`config.mk`:
```
export PLATFORM = sky130hd
export DESIGN_NAME = fifo_stream_reader_flat
export DESIGN_NICKNAME = d
export VERILOG_FILES = /design/src/rtl/fifos_pkg.sv /design/src/rtl/fifo_stream_reader_if.sv /design/src/rtl/fifo_head_guard.sv /design/src/rtl/fifo_stream_reader.sv /design/src/flat_wrapper.sv
export SDC_FILE = /design/constraint.sdc
export NUM_CORES = 1
export LEC_CHECK = 0
export ABC_CLOCK_PERIOD_IN_PS = 2700
export BUFFER_PORTS_ARGS = -buffer_cell sky130_fd_sc_hd__buf_2
export CORE_MARGIN = 8
export CORE_UTILIZATION = 36
export CTS_CLUSTER_SIZE = 30
export DETAILED_ROUTE_END_ITERATION = 8
export SETUP_SLACK_MARGIN = 0.05
export SLEW_MARGIN = 20
export SYNTH_ARGS = -nofsm -noshare
export SYNTH_HDL_FRONTEND = slang
export SYNTH_SLANG_ARGS = --single-unit
export TNS_END_PERCENT = 30
```
`constraint.sdc`:
```
create_clock -name clk -period 2.7 [get_ports clk]
set_clock_uncertainty 0.1 [all_clocks]
set_input_delay 0.135 -clock clk [delete_from_list [all_inputs] [get_ports clk]]
set_output_delay 0.135 -clock clk [all_outputs]
set_load 0.1 [all_outputs]
```
`src/rtl/fifos_pkg.sv`:
```
// Shared definitions for the single-clock FIFO family: read-FSM states and
// beat-geometry helpers used by stream readers.
package fifos_pkg;

  typedef enum logic [0:0] {
    RD_IDLE  = 1'b0,
    RD_BEATS = 1'b1
  } rd_state_e;

  function automatic int beats_per_word(input int wid, input int owid);
    return (owid > 0) ? wid / owid : 1;
  endfunction

  // A single-beat word still needs a 1-bit index so the datapath stays uniform.
  function automatic int beat_width(input int wid, input int owid);
    int r;
    r = beats_per_word(wid, owid);
    return (r > 1) ? $clog2(r) : 1;
  endfunction

  function automatic bit width_ok(input int wid, input int owid);
    return (owid > 0) && ((wid % owid) == 0);
  endfunction

endpackage

```
`src/rtl/fifo_stream_reader_if.sv`:
```
// FIFO read port plus narrow valid/ready output stream of the stream reader.
interface fifo_stream_reader_if #(
  parameter int WID  = 32,
  parameter int OWID = 8,
  parameter int AWID = 3
);
  logic            fifo_empty;
  logic [AWID:0]   fifo_count;
  logic [WID-1:0]  fifo_dataout;
  logic            fifo_readout;
  logic            out_valid;
  logic [OWID-1:0] out_data;
  logic            out_last;
  logic            out_ready;

  modport master (
    input  fifo_empty, fifo_count, fifo_dataout, out_ready,
    output fifo_readout, out_valid, out_data, out_last
  );

  modport slave (
    output fifo_empty, fifo_count, fifo_dataout, out_ready,
    input  fifo_readout, out_valid, out_data, out_last
  );
endinterface

```
`src/rtl/fifo_head_guard.sv`:
```
// Tells a FIFO reader when the registered head word is valid to consume,
// masking the stale cycle after a write into an empty FIFO or a count-1 pop.
module fifo_head_guard #(
  parameter int AWID = 3
) (
  input  logic          clk,
  input  logic          rst_n,
  input  logic          softreset,
  input  logic          fifo_empty,
  input  logic [AWID:0] fifo_count,
  input  logic          fifo_readout,
  output logic          head_usable
);
  logic head_ok_q;

  always_ff @(posedge clk or negedge rst_n) begin
    if (!rst_n) begin
      head_ok_q <= 1'b0;
    end else if (softreset) begin
      head_ok_q <= 1'b0;
    end else begin
      head_ok_q <= !fifo_empty && !(fifo_readout && (fifo_count == (AWID+1)'(1)));
    end
  end

  assign head_usable = head_ok_q && !fifo_empty;

endmodule

```
`src/rtl/fifo_stream_reader.sv`:
```
// Pops words from a registered-head FIFO and serializes each into WID/OWID
// narrow beats on a valid/ready stream.
module fifo_stream_reader
  import fifos_pkg::*;
#(
  parameter int WID       = 32,
  parameter int OWID      = 8,
  parameter int AWID      = 3,
  parameter bit MSB_FIRST = 1'b0
) (
  input  logic                 clk,
  input  logic                 rst_n,
  input  logic                 softreset,
  fifo_stream_reader_if.master bus,
  output logic                 busy
);
  localparam int R  = beats_per_word(WID, OWID);
  localparam int BW = beat_width(WID, OWID);
  localparam logic [BW-1:0] LAST_BEAT = BW'(R - 1);

  if (!width_ok(WID, OWID)) begin : g_width_check
    $error("fifo_stream_reader: WID must be an integer multiple of OWID");
  end

  rd_state_e      state_reg, state_next;
  logic [WID-1:0] hold_reg, hold_next;
  logic [BW-1:0]  beat_reg, beat_next;
  logic [BW-1:0]  slice_sel;
  logic           head_usable;
  logic           accept;

  fifo_head_guard #(.AWID(AWID)) u_head_guard (
    .clk         (clk),
    .rst_n       (rst_n),
    .softreset   (softreset),
    .fifo_empty  (bus.fifo_empty),
    .fifo_count  (bus.fifo_count),
    .fifo_readout(bus.fifo_readout),
    .head_usable (head_usable)
  );

  assign bus.out_valid = (state_reg == RD_BEATS);
  assign bus.out_last  = bus.out_valid && (beat_reg == LAST_BEAT);
  assign accept        = bus.out_valid && bus.out_ready;

  // Refill either from idle or on the last-beat accept, so words stream back to back.
  assign bus.fifo_readout = head_usable && !softreset &&
                            ((state_reg == RD_IDLE) || (accept && bus.out_last));

  assign slice_sel    = MSB_FIRST ? (LAST_BEAT - beat_reg) : beat_reg;
  assign bus.out_data = bus.out_valid ? hold_reg[slice_sel*OWID +: OWID] : '0;
  assign busy         = bus.out_valid || !bus.fifo_empty;

  always_comb begin
    state_next = state_reg;
    hold_next  = hold_reg;
    beat_next  = beat_reg;
    if (bus.fifo_readout) begin
      hold_next  = bus.fifo_dataout;
      beat_next  = '0;
      state_next = RD_BEATS;
    end else if (accept) begin
      if (bus.out_last) begin
        state_next = RD_IDLE;
      end else begin
        beat_next = beat_reg + BW'(1);
      end
    end
  end

  always_ff @(posedge clk or negedge rst_n) begin
    if (!rst_n) begin
      state_reg <= RD_IDLE;
      hold_reg  <= '0;
      beat_reg  <= '0;
    end else if (softreset) begin
      state_reg <= RD_IDLE;
      hold_reg  <= '0;
      beat_reg  <= '0;
    end else begin
      state_reg <= state_next;
      hold_reg  <= hold_next;
      beat_reg  <= beat_next;
    end
  end

  a_no_pop_when_empty: assert property (
    @(posedge clk) disable iff (!rst_n) !(bus.fifo_readout && bus.fifo_empty)
  );

endmodule

```
`src/flat_wrapper.sv`:
```
// flat-port wrapper written by rule: the top's interface ports become plain ports
module fifo_stream_reader_flat import fifos_pkg::*;
#(
  parameter int WID       = 32,
  parameter int OWID      = 8,
  parameter int AWID      = 3,
  parameter bit MSB_FIRST = 1'b0
)
  (clk, rst_n, softreset, busy, bus_fifo_empty, bus_fifo_count, bus_fifo_dataout, bus_out_ready, bus_fifo_readout, bus_out_valid, bus_out_data, bus_out_last);
  fifo_stream_reader_if #(.WID(WID), .OWID(OWID), .AWID(AWID)) bus_i ();
  input  logic clk;
  input  logic rst_n;
  input  logic softreset;
  output logic busy;
  input wire logic [$bits(bus_i.fifo_empty)-1:0] bus_fifo_empty;
  input wire logic [$bits(bus_i.fifo_count)-1:0] bus_fifo_count;
  input wire logic [$bits(bus_i.fifo_dataout)-1:0] bus_fifo_dataout;
  input wire logic [$bits(bus_i.out_ready)-1:0] bus_out_ready;
  output wire logic [$bits(bus_i.fifo_readout)-1:0] bus_fifo_readout;
  output wire logic [$bits(bus_i.out_valid)-1:0] bus_out_valid;
  output wire logic [$bits(bus_i.out_data)-1:0] bus_out_data;
  output wire logic [$bits(bus_i.out_last)-1:0] bus_out_last;
  assign bus_i.fifo_empty = bus_fifo_empty;
  assign bus_i.fifo_count = bus_fifo_count;
  assign bus_i.fifo_dataout = bus_fifo_dataout;
  assign bus_i.out_ready = bus_out_ready;
  assign bus_fifo_readout = bus_i.fifo_readout;
  assign bus_out_valid = bus_i.out_valid;
  assign bus_out_data = bus_i.out_data;
  assign bus_out_last = bus_i.out_last;
  fifo_stream_reader #(.WID(WID), .OWID(OWID), .AWID(AWID), .MSB_FIRST(MSB_FIRST)) u_core (.clk(clk), .rst_n(rst_n), .softreset(softreset), .bus(bus_i), .busy(busy));
endmodule
```
==> metrics.txt, run 1 <==
outcome complete, no violations; via count 1386; Rows 26; Worst slew margin 45.7%; TNS Setup 0 ps; clk_lat worst skew 280 ps; pin count of the biggest net entering global routing 37; Arr. time, crit path 2090 ps; DR WL/cell 16.0 um; CTS max path bufs 2; GRT Util Overall 12.7%; Max-Cap Viols 0; Fin. Hold Viols 0; Slew @ Worst Pin 815 ps; Post-Place Worst Slack 480 ps; Tcrit/Tclk final 86.0%; cell with the most instances after synthesis dfrtp_1; Die H 88.9 um; P&R area growth vs syn 38.6%; Synth area leaders dfrtp_1, mux2_2, mux4_2; drt total wl 4.75 mm; # clock sinks 36; library cells used by synthesis 23; post-route ant nets 0; TritonRoute pass-1 iters 4; max FFs per register 32; CP Launch Type flop; Core Region 5110 sq um; H-tree levels 2; Crit Path Max Fanout 17; sequential share of the synthesized area 47.1%; initial DRC count 27; Worst setup EP type output pin; first-pass GRT wire length 7.71 mm; fin. max-slew vios 0; Pleak 1.35 nW; root buf cell clkbuf_8; Post-synth EDFFs 0; cell taking the most area after synthesis dfrtp_1; # IOs 53; Die W 88.9 um; detailed-route DRC error count 0; Synth Net Count 183; unrepaired setup endpoints after global routing false; Worst Hold Class in -> reg; synth warn 0; Ant. Diodes 0; Critical Path RT 2470 ps; ys flop type dfrtp_1; ys async rst share 100%; Initial Util 37.5%; CTS tree yes; Post-DP HPWL 3.05 mm; Placer Congestion 0.782; clock-pin transition on the worst setup and hold timing paths 70 ps; Mapped Avg Cell Area 13.6 sq um; initial antenna violation count 0; Peak VDD IR 178 uV; die area 7910 sq um; PD cells 428 nW/um^2; Post CTS Setup Buffer Count 0; Post-Syn Area 1910 sq um; number of global-route vias before repair 1584; fin crit period 2320 ps; top-area cell type share of the netlist area 47.1%; #FFs+latches synth 36; cell count after synthesis 141; Synth top cells by count dfrtp_1, mux2_2, nor2b_1; grt total ovfl 0; crit path kind reg -> out; fmax 431 MHz; Nets 268; TritonCTS Buffers 5; PnR worst setup slack 378 ps; Final Setup Violations 0; layout cells sized above 1 45.8%; post-detailed-route via-to-cell ratio 4.67; area taken by flip-flops and latches 901 sq um; I/O Buffers 52; area of the multi-input gates 951 sq um; FILL cells 464
## timing repair
action | in CTS | in global routing
endpoints found under the setup margin | 0 | 1
hold buffers | 32 | 1
hold endpoints to repair | 67 | 1
gates resized for setup | 0 | 0
## per-layer routing
metal / wire length, um / global-route usage, % / part of all wire (%) / up-vias
met5: 0 / 0 / 0 / -
met4: 40 / 3.38 / 0.84 / 0
met3: 331 / 5.42 / 7.0 / 4
met2: 2330 / 21.6 / 49 / 46
met1: 2040 / 14.3 / 43 / 677
li1: - / - / - / 659
## cells in the final DEF (no fill, tap or decap), drive strengths merged
| cell type | count |
|---|---|
| dfrtp | 36 |
| o21ai | 1 |
| a21bo | 1 |
| mux2 | 32 |
| nor4b | 1 |
| clkbuf | 8 |
| nor2b | 22 |
| dlygate4sd3 | 33 |
| xor2 | 1 |
| mux4 | 8 |
| and2 | 9 |
| ha | 1 |
| nand3 | 2 |
| mux2i | 1 |
| nor2 | 1 |
| inv | 1 |
| a311oi | 1 |
| and2b | 10 |
| nand2b | 1 |
| nor3 | 2 |
| buf | 54 |
| nand3b | 1 |
## cell type report
cell class                      instances  share of cell area, %
Multi-Input combinational cell         95                   35.8
Sequential cell                        36                   33.9
Timing Repair Buffer                   87                   23.4
Clock buffer                            8                   3.39
Tap cell                               70                   3.30
Inverter                                1                  0.141
## per-stage QoR
step	hold slack [ps]	area (sq um)	std cells	utilization [%]	power, mW
6_report	16.9	2650	297	52.0	1.14
5_1_grt	13.7	2650	297	52.0	1.19
4_1_cts	5.51	2630	295	51.6	1.15
3_5_place_dp	179	2220	255	43.5	0.720
3_3_place_gp	154	2220	255	43.5	0.716
2_1_floorplan	-261	1910	141	-	0.664
## final timing paths
| kind | startpoint | endpoint | slack [ps] | depth (start not counted) |
|---|---|---|---|---|
| worst max-delay path | u_core.beat_reg[1] | bus_fifo_readout | 380 | 5 |
| worst min-delay path | bus_fifo_dataout[16] | u_core.hold_reg[16] | 20 | 2 |
| worst max register to register | u_core.beat_reg[1] | u_core.hold_reg[20] | 530 | 4 |
| worst min register to register | u_core.u_head_guard.head_ok_q | u_core.u_head_guard.head_ok_q | 470 | 1 |
| max in group asynchronous | rst_n | u_core.hold_reg[23] | 1590 | 2 |
| min in group asynchronous | rst_n | u_core.hold_reg[15] | 390 | 2 |
## cell families after synthesis
group	count (synthesis)	synth area share (%)
and+or+nand+nor	48	17.3
muxes	41	29.5
DFF	36	47.1
buffers and inverters	11	3.79
AOI/OAI and AO/OA	3	1.24
xor gates and xnor gates	1	0.458
adders and majority gates	1	0.653
## report_power, final
part	switching [mW]	total [mW]	leakage [nW]	internal (mW)
Sequential	0.0139	0.572	0.494	0.558
Clock	0.181	0.390	0.0455	0.208
Combinational	0.0805	0.175	0.812	0.0945
Total	0.276	1.14	1.35	0.861
## critical path, stage by stage, from the launching register on
cell,delay [ps]
dfrtp_1,610
ha_1,270
a21bo_2,210
nand3_4,260
inv_1,240
buf_12,200
No activity file was read; power rests on OpenSTA's default activity.
==> run 2: changes to the inputs <==
- HOLD_SLACK_MARGIN: default -> 0.06
==> metrics.txt, run 2 (synthesis results as in run 1) <==
outcome complete, no violations (unchanged); pin count of the biggest net entering global routing 37 (unchanged); I/O Buffers 52 (unchanged); Worst setup EP type output pin (unchanged); grt total ovfl 0 (unchanged); max FFs per register 32 (unchanged); number of global-route vias before repair 1593 (was 1584); Post-DP HPWL 3.05 mm (unchanged); final core occ 52.2% (was 52.0%); DR WL/cell 15.9 um (was 16.0 um); die area 7910 sq um (unchanged); placed cell area 2220 sq um (unchanged); FF-to-FF End u_core.hold_reg[20] (unchanged); initial antenna violation count 0 (unchanged); clock-pin transition on the worst setup and hold timing paths 70 ps (about the same); Hold Path Depth 3 (was 2); fmax 431 MHz (about the same); hold path startpoint bus_out_ready (was bus_fifo_dataout[16]); Total Power 1.14 mW (about the same); crit path kind reg -> out (unchanged); Post CTS Setup Buffer Count 0 (unchanged); register share of total power 50.3% (about the same); drt total wl 4.75 mm (about the same); Fin. Hold Viols 0 (unchanged); TritonRoute pass-1 iters 4 (unchanged); FF-to-FF setup slack 530 ps (about the same); final cell count without fillers 298 (was 297); Sw Ratio 24.3% (about the same); CTS max path bufs 2 (unchanged); clock power share 34.3% (about the same); Gate power share 15.5% (was 15.4%); P&R area growth vs syn 39.2% (was 38.6%); post-route ant nets 0 (unchanged); unrepaired setup endpoints after global routing false (unchanged); first-pass GRT wire length 7.74 mm (was 7.71 mm); initial DRC count 39 (was 27); origin of the critical flop-to-flop path u_core.beat_reg[1] (unchanged); FILL cells 463 (was 464); H-tree levels 2 (unchanged); hold slack 178 ps (was 16.9 ps); Tcrit/Tclk final 86.0% (about the same); most common cell after layout, fill and taps aside buf_2 (unchanged); Peak VDD IR 178 uV (unchanged); Ant. Diodes 0 (unchanged); Core Region 5110 sq um (unchanged); fin crit period 2320 ps (about the same); Worst Hold Class in -> reg (unchanged); Initial Util 37.5% (unchanged); TNS Setup 0 ps (unchanged); via count 1390 (was 1386); CP Launch Type flop (unchanged); CTS tree yes (unchanged); Int Pwr 0.862 mW (was 0.861 mW); PnR worst setup slack 377 ps (was 378 ps); R2R depth 4 (unchanged); TritonCTS Buffers 5 (unchanged); GRT Util Overall 12.8% (was 12.7%); # clock sinks 36 (unchanged); detailed-route DRC error count 0 (unchanged); Slew @ Worst Pin 815 ps (unchanged); NetSw 0.276 mW (about the same); most frequent cells in the layout buf_2, dfrtp_1, dlygate4sd3_1, mux2_2, nor2b_1 (unchanged); Nets 269 (was 268); Post-Place Worst Slack 480 ps (unchanged); Die W 88.9 um (unchanged); Rows 26 (unchanged); # IOs 53 (unchanged); fin. max-slew vios 0 (unchanged); clk_lat worst skew 280 ps (about the same); Arr. time, crit path 2090 ps (about the same); PD cells 427 nW/um^2 (was 428 nW/um^2); final instance area 2660 sq um (was 2650 sq um); Max-Cap Viols 0 (unchanged); root buf cell clkbuf_8 (unchanged); Pleak 1.36 nW (was 1.35 nW); Hold EP u_core.bus.out_valid (was u_core.hold_reg[16]); Critical Path RT 2470 ps (about the same); post-detailed-route via-to-cell ratio 4.66 (was 4.67); Placed Cells 255 (unchanged); layout cells sized above 1 45.6% (was 45.8%); Worst slew margin 45.7% (unchanged); Final Setup Violations 0 (unchanged); Die H 88.9 um (unchanged); Placer Congestion 0.782 (unchanged); Crit Path Max Fanout 17 (unchanged)
run 2: cell types whose count changed in the layout (fill, tap and decap cells not counted), sizes merged:
cell and change:
dlygate4sd3 +1
run 2: how the worst max path moves through the flow:
stage | from | end | slack, ps | cells past startpoint
floorplan | u_core.bus.out_valid | u_core.beat_reg[0] | 310 | 5
global placement | u_core.beat_reg[1] | bus_fifo_readout | 570 | 5
detailed placement | u_core.beat_reg[1] | bus_fifo_readout | 480 | 5
CTS | u_core.beat_reg[1] | bus_fifo_readout | 140 | 5
global route | u_core.beat_reg[1] | bus_fifo_readout | 220 | 5
finish | u_core.beat_reg[1] | bus_fifo_readout | 380 | 5
run 2: worst max-delay path, stage by stage (launching register included):
cell,delay (ps)
dfrtp_1,610
ha_1,270
a21bo_2,210
nand3_4,260
inv_1,240
buf_12,200
run 2: final cells by class:
cell class / count / area [sq um] / share of cell area (%)
Sequential cell: 36 / 901 / 33.8
Tap cell: 70 / 87.6 / 3.29
Clock buffer: 8 / 90.1 / 3.38
Inverter: 1 / 3.75 / 0.141
Timing Repair Buffer: 88 / 631 / 23.7
Multi-Input combinational cell: 95 / 951 / 35.7
run 2: what timing repair did:
action                                  in CTS  in global routing
hold buffers                                34                  0
gates resized for setup                      0                  0
hold endpoints to repair                    69                  0
endpoints found under the setup margin       0                  1
run 2: power by group through the flow:
| stage | combinational (mW) | sequential [mW] | clock [mW] |
|---|---|---|---|
| floorplan | 0.0829 | 0.581 | 0 |
| global placement | 0.135 | 0.581 | 0 |
| detailed placement | 0.138 | 0.582 | 0 |
| CTS | 0.177 | 0.571 | 0.405 |
| global route | 0.191 | 0.574 | 0.429 |
| finish | 0.176 | 0.572 | 0.390 |
run 2: layer usage:
| metal | GRT usage (%) | share of wire (%) | up-vias |
|---|---|---|---|
| met2 | 21.6 | 49 | 46 |
| met5 | 0 | 0 | - |
| met1 | 14.3 | 43 | 679 |
| li1 | - | - | 661 |
| met4 | 3.38 | 0.84 | 0 |
| met3 | 5.51 | 7.0 | 4 |
